**src/rtl/neuron_mac_sequencer.sv**
```systemverilog
// Time-shares one neuron MAC across N_NEURONS logical neurons: clears it, streams
// N_INPUTS weight/input pairs from 1-cycle-latency memories, then latches its activation.
module neuron_mac_sequencer #(
    parameter int WIDTH     = 8,
    parameter int N_INPUTS  = 4,
    parameter int N_NEURONS = 4,
    localparam int WA_W = (N_NEURONS * N_INPUTS > 1) ? $clog2(N_NEURONS * N_INPUTS) : 1,
    localparam int XA_W = (N_INPUTS > 1) ? $clog2(N_INPUTS) : 1
) (
    input  logic                 clk_i,
    input  logic                 rst_ni,
    input  logic                 start_i,
    input  logic                 abort_i,
    output logic                 busy_o,
    output logic                 done_o,
    output logic [N_NEURONS-1:0] result_o,
    output logic [WA_W-1:0]      w_addr_o,
    input  logic [WIDTH-1:0]     w_rdata_i,
    output logic [XA_W-1:0]      x_addr_o,
    input  logic [WIDTH-1:0]     x_rdata_i,
    output logic                 neuron_rst_n_o,
    output logic                 neuron_en_o,
    output logic [WIDTH-1:0]     neuron_w_o,
    output logic [WIDTH-1:0]     neuron_x_o,
    input  logic                 neuron_out_i
);

    localparam int NI_W = (N_NEURONS > 1) ? $clog2(N_NEURONS) : 1;

    typedef enum logic [2:0] {
        S_IDLE,
        S_CLEAR,
        S_ACC,
        S_CAPTURE,
        S_DONE
    } state_e;

    state_e                 state_q;
    logic [NI_W-1:0]        nidx_q;
    logic [XA_W-1:0]        iidx_q;
    logic                   busy_q;
    logic                   done_q;
    logic [N_NEURONS-1:0]   result_q;
    logic [WA_W-1:0]        w_addr_q;
    logic [XA_W-1:0]        x_addr_q;
    logic                   nrst_n_q;
    logic                   en_q;

    logic                   last_input;
    logic                   last_neuron;
    int                     ahead_d;
    logic [WA_W-1:0]        w_base;
    logic [WA_W-1:0]        w_base_nxt;
    logic [WA_W-1:0]        w_addr_d;
    logic [XA_W-1:0]        x_addr_d;

    assign last_input  = (iidx_q == XA_W'(N_INPUTS - 1));
    assign last_neuron = (nidx_q == NI_W'(N_NEURONS - 1));
    assign w_base      = WA_W'(32'(nidx_q) * 32'(N_INPUTS));
    assign w_base_nxt  = WA_W'((32'(nidx_q) + 32'd1) * 32'(N_INPUTS));

    // Addresses run one input ahead of the operand in flight, saturating on the last input.
    always_comb begin
        ahead_d = N_INPUTS - 1;
        if (state_q == S_CLEAR) begin
            ahead_d = (N_INPUTS > 1) ? 1 : 0;
        end else if (int'(iidx_q) + 2 < N_INPUTS) begin
            ahead_d = int'(iidx_q) + 2;
        end
        w_addr_d = w_base + WA_W'(ahead_d);
        x_addr_d = XA_W'(ahead_d);
    end

    always_ff @(posedge clk_i or negedge rst_ni) begin
        if (!rst_ni) begin
            state_q  <= S_IDLE;
            nidx_q   <= '0;
            iidx_q   <= '0;
            busy_q   <= 1'b0;
            done_q   <= 1'b0;
            result_q <= '0;
            w_addr_q <= '0;
            x_addr_q <= '0;
            nrst_n_q <= 1'b0;
            en_q     <= 1'b0;
        end else if (abort_i && (state_q != S_IDLE)) begin
            state_q  <= S_IDLE;
            busy_q   <= 1'b0;
            done_q   <= 1'b0;
            en_q     <= 1'b0;
            nrst_n_q <= 1'b0;
        end else begin
            case (state_q)
                S_IDLE: begin
                    en_q     <= 1'b0;
                    done_q   <= 1'b0;
                    nrst_n_q <= 1'b1;
                    if (start_i && !abort_i) begin
                        state_q  <= S_CLEAR;
                        busy_q   <= 1'b1;
                        result_q <= '0;
                        nidx_q   <= '0;
                        iidx_q   <= '0;
                        w_addr_q <= '0;
                        x_addr_q <= '0;
                        nrst_n_q <= 1'b0;
                    end
                end
                S_CLEAR: begin
                    state_q  <= S_ACC;
                    nrst_n_q <= 1'b1;
                    en_q     <= 1'b1;
                    iidx_q   <= '0;
                    w_addr_q <= w_addr_d;
                    x_addr_q <= x_addr_d;
                end
                S_ACC: begin
                    if (last_input) begin
                        state_q <= S_CAPTURE;
                        en_q    <= 1'b0;
                    end else begin
                        iidx_q   <= iidx_q + XA_W'(1);
                        w_addr_q <= w_addr_d;
                        x_addr_q <= x_addr_d;
                    end
                end
                S_CAPTURE: begin
                    for (int i = 0; i < N_NEURONS; i++) begin
                        if (nidx_q == NI_W'(i)) begin
                            result_q[i] <= neuron_out_i;
                        end
                    end
                    if (last_neuron) begin
                        state_q <= S_DONE;
                        busy_q  <= 1'b0;
                        done_q  <= 1'b1;
                    end else begin
                        state_q  <= S_CLEAR;
                        nidx_q   <= nidx_q + NI_W'(1);
                        iidx_q   <= '0;
                        nrst_n_q <= 1'b0;
                        w_addr_q <= w_base_nxt;
                        x_addr_q <= '0;
                    end
                end
                S_DONE: begin
                    state_q <= S_IDLE;
                    done_q  <= 1'b0;
                end
                default: begin
                    state_q <= S_IDLE;
                end
            endcase
        end
    end

    assign busy_o         = busy_q;
    assign done_o         = done_q;
    assign result_o       = result_q;
    assign w_addr_o       = w_addr_q;
    assign x_addr_o       = x_addr_q;
    assign neuron_rst_n_o = nrst_n_q;
    assign neuron_en_o    = en_q;
    // Operands pass straight through from the memories; zero outside accumulate cycles.
    assign neuron_w_o     = en_q ? w_rdata_i : '0;
    assign neuron_x_o     = en_q ? x_rdata_i : '0;

endmodule
```
**config.mk**
```make
export PLATFORM = sky130hd
export DESIGN_NAME = neuron_mac_sequencer
export DESIGN_NICKNAME = d
export VERILOG_FILES = /design/src/rtl/neuron_mac_sequencer.sv
export SDC_FILE = /design/constraint.sdc
export NUM_CORES = 1
export LEC_CHECK = 0
export CAP_MARGIN = 20
export CORE_MARGIN = 1.5
export CORE_UTILIZATION = 35
export DETAILED_ROUTE_END_ITERATION = 10
export PLACE_DENSITY = 0.66
export SKIP_CTS_REPAIR_TIMING = 1
export SLEW_MARGIN = 20
export SYNTH_ARGS = -nofsm -noshare
export SYNTH_HDL_FRONTEND = slang
export SYNTH_SLANG_ARGS = --single-unit
export TNS_END_PERCENT = 30
```
**constraint.sdc**
```tcl
create_clock -name clk_i -period 3.4 [get_ports clk_i]
set_clock_uncertainty 0.2 [all_clocks]
set_input_delay 0.51 -clock clk_i [delete_from_list [all_inputs] [get_ports clk_i]]
set_output_delay 0.51 -clock clk_i [all_outputs]
set_load 0.02 [all_outputs]
```
==> impl_metrics.yaml <==
cts:
  clock-root-buffer: "clkbuf_4"
  cts_sinks: 19
  htreeDepth: 1
  clk_pin_slew_worst_paths_ns: 0.11
  numCtsBuffers: 3
  clock_latency_ns: 0.30
  cts_tree: "built"
  cts_buffer_depth: 2
worst_setup_path:
  r2r_start: "state_q[0]$_DFFE_PN0P_"
  critPathLaunchType: "input port"
  cp_max_fo: 1
  crit_path_frequent_cell: "clkdlybuf4s50_1"
  path_buf_inv: 2
  cp.required_ns: 2.69
  critPathSlowestCell: "clkdlybuf4s50_1"
  crit_chain: "clkdlybuf4s50_1 > and2_1 > clkdlybuf4s50_1"
  worstPathArrival_ns: 1.68
  cp_top_family: "buffers and inverters"
  startpoint: "x_rdata_i[0]"
  end_kind: "primary output"
  cpPeakStageDelay_ns: 0.60
  critPathKind: "input port to primary output"
place:
  post-place-ws_ns: 0.972
  gp_congestion: 0.770
  hpwl_um: 2280
  io_buffers: 50
  post_dp_cell_area_um2: 1710
yosys:
  syn_nets: 160
  yosysUniqueCellTypes: 38
  ys_ff_latch: 19
  synth_top_cell_by_area: "dfrtp_1"
  syn_avg_cell_area_um2: 9.03
  synth_area_um2: 1200
  synth_cells: 133
  yosysSeqAreaShare_pct: 39.6
  synthTopCellsByArea: "dfrtp_1 (40%), and2_1 (8.9%), ha_1 (6.3%)"
  ys_warn_count: 0
  netlist.area_leader.share_pct: 39.6
layout:
  drive_above_1_share_pct: 6.70
  utilization_pct: 52.4
  nNetsFinal: 207
  antenna-diode-count: 0
  mostFrequentLayoutCells: "clkdlybuf4s50_1 (50), dfrtp_1 (19), and2_1 (17), nand2_1 (12), o21ai_1 (10)"
  layout_commonest_cell: "clkdlybuf4s50_1"
  areaGrowthSynthToFinish_pct: 44.5
  fin_area_um2: 1740
  fill_cells: 329
grt:
  antenna_found_initial: 0
  grt_pass1_vias: 1076
  grt_max_degree: 20
  grt_pass1_wl_um: 4430
  grt_usage_pct: 15.8
  grt.overflow.total: 0
sta:
  timing.final.crit_share_pct: 70.4
  max_slew_margin_pct: 42.4
  worst_slew_pin_slew_ns: 0.861
  fmax_ghz: 0.418
  tns_ns: 0
  slew_viol_final: 0
  period_minus_slack_ns: 2.39
  layout_setup_ws_ns: 1.01
  rsz0062_at_grt: "false"
  hold_viol_final: 0
  setup_violations: 0
power:
  leakagePower_nw: 0.723
  ir_worst_vdd_uv: 166
  p_per_area_nw_per_um2: 329
die:
  io_pins: 51
  die_h_um: 61.6
  start_util_pct: 36.3
  coreArea_um2: 3310
  row_count: 21
  dieArea_um2: 3790
  die_w_um: 61.6
worst_hold_path:
  hold_path_class: "register to register"
  hp-start: "w_addr_o[2]$_DFFE_PN0P_"
flow_run:
  drv_cap: 0
routing:
  drt_wl_total_um: 2900
  ant_nets: 0
  drt_pre_antenna_iters: 4
  routedWlPerCell_um: 12.9
  via_count: 1127
  drt-initial-drc-count: 19
  drc: 0
  vias_per_cell: 5.01
outcome:
  status: "finished, final reports clean"
==> cells by family after synthesis <==
group	share of synthesized area (%)
compound gates	17.5
xor+xnor	0.729
fa+ha+maj	6.25
buf+inv	6.25
flops	39.6
mux	2.71
simple gates	27.0
==> final timing paths <==
kind / end / slack (ns) / cells after the start
setup reg to reg: nidx_q[0]$_DFFE_PN0P_ / 1.53 / 4
hold / removal: w_addr_o[2]$_DFFE_PN0P_ / 0.30 / 2
hold reg to reg: w_addr_o[2]$_DFFE_PN0P_ / 0.30 / 2
min in group asynchronous: w_addr_o[2]$_DFFE_PN0P_ / 0.49 / 1
setup / recovery: neuron_x_o[0] / 1.01 / 3
max in group asynchronous: state_q[2]$_DFFE_PN0P_ / 1.97 / 1
==> metal layers <==
| layer | GRT usage (%) | routed length (um) |
|---|---|---|
| met5 | 0 | 0 |
| met4 | 7.60 | 36 |
| met3 | 4.62 | 337 |
| met2 | 28.1 | 1410 |
| met1 | 16.9 | 1110 |
==> synthesized netlist by cell type <==
cell type / count
nor3_1: 3
nor3b_1: 1
xnor2_1: 1
inv_4: 1
mux2i_1: 1
nor2_1: 8
buf_6: 1
nor2b_2: 1
and2_1: 17
buf_2: 4
nor4_1: 1
a2bb2oi_1: 1
o211ai_1: 1
nand2b_1: 2
nor3b_2: 1
or2_1: 1
and2b_1: 1
o21ai_2: 1
nand3_1: 5
nand2_2: 1
clkbuf_1: 1
nor3_4: 1
mux2_1: 2
a32o_1: 1
and3_1: 1
o21a_1: 2
a22o_1: 1
nor2_2: 2
o21ai_0: 4
ha_1: 6
o31ai_1: 2
nand2_1: 12
buf_4: 2
o311ai_4: 1
dfrtp_1: 19
inv_1: 5
a21oi_1: 8
o21ai_1: 10
==> through the flow <==
stage          std cells  hold slack (ns)  total power, mW
6_report             225            0.304            0.571
5_1_grt              225            0.332            0.608
4_1_cts              225            0.315            0.580
3_5_place_dp         221            0.286            0.465
3_3_place_gp         221            0.275            0.459
2_1_floorplan        133           0.0144            0.381
==> area by class of cell <==
class | instances | area [um^2] | area share, %
Multi-Input combinational cell | 100 | 651 | 37.5
Sequential cell | 19 | 475 | 27.4
Tap cell | 46 | 57.6 | 3.32
Inverter | 6 | 25.0 | 1.44
Timing Repair Buffer | 50 | 500 | 28.8
Clock buffer | 4 | 26.3 | 1.51
==> tightest hold or removal path, delay by kind of cell, from the launching register on <==
kind	cells	cell delay [ns]
compound gates	1	0.06
flops	1	0.36
simple gates	1	0.05
==> flip-flops by register name, indices dropped and copies added, names as in the netlist <==
signal	flops
result_o	4
state_q	3
w_addr_o	3
iidx_q	2
nidx_q	2
busy_o	1
done_o	1
neuron_en_o	1
neuron_rst_n_o	1
x_addr_o	1
==> power breakdown <==
| part | switching [mW] | leakage, nW | total, mW | internal [mW] |
|---|---|---|---|---|
| Sequential | 0.0274 | 0.255 | 0.273 | 0.245 |
| Clock | 0.0676 | 0.0150 | 0.113 | 0.0457 |
| Combinational | 0.0887 | 0.452 | 0.185 | 0.0965 |
Note: power is estimated with default switching activity, not from simulation.
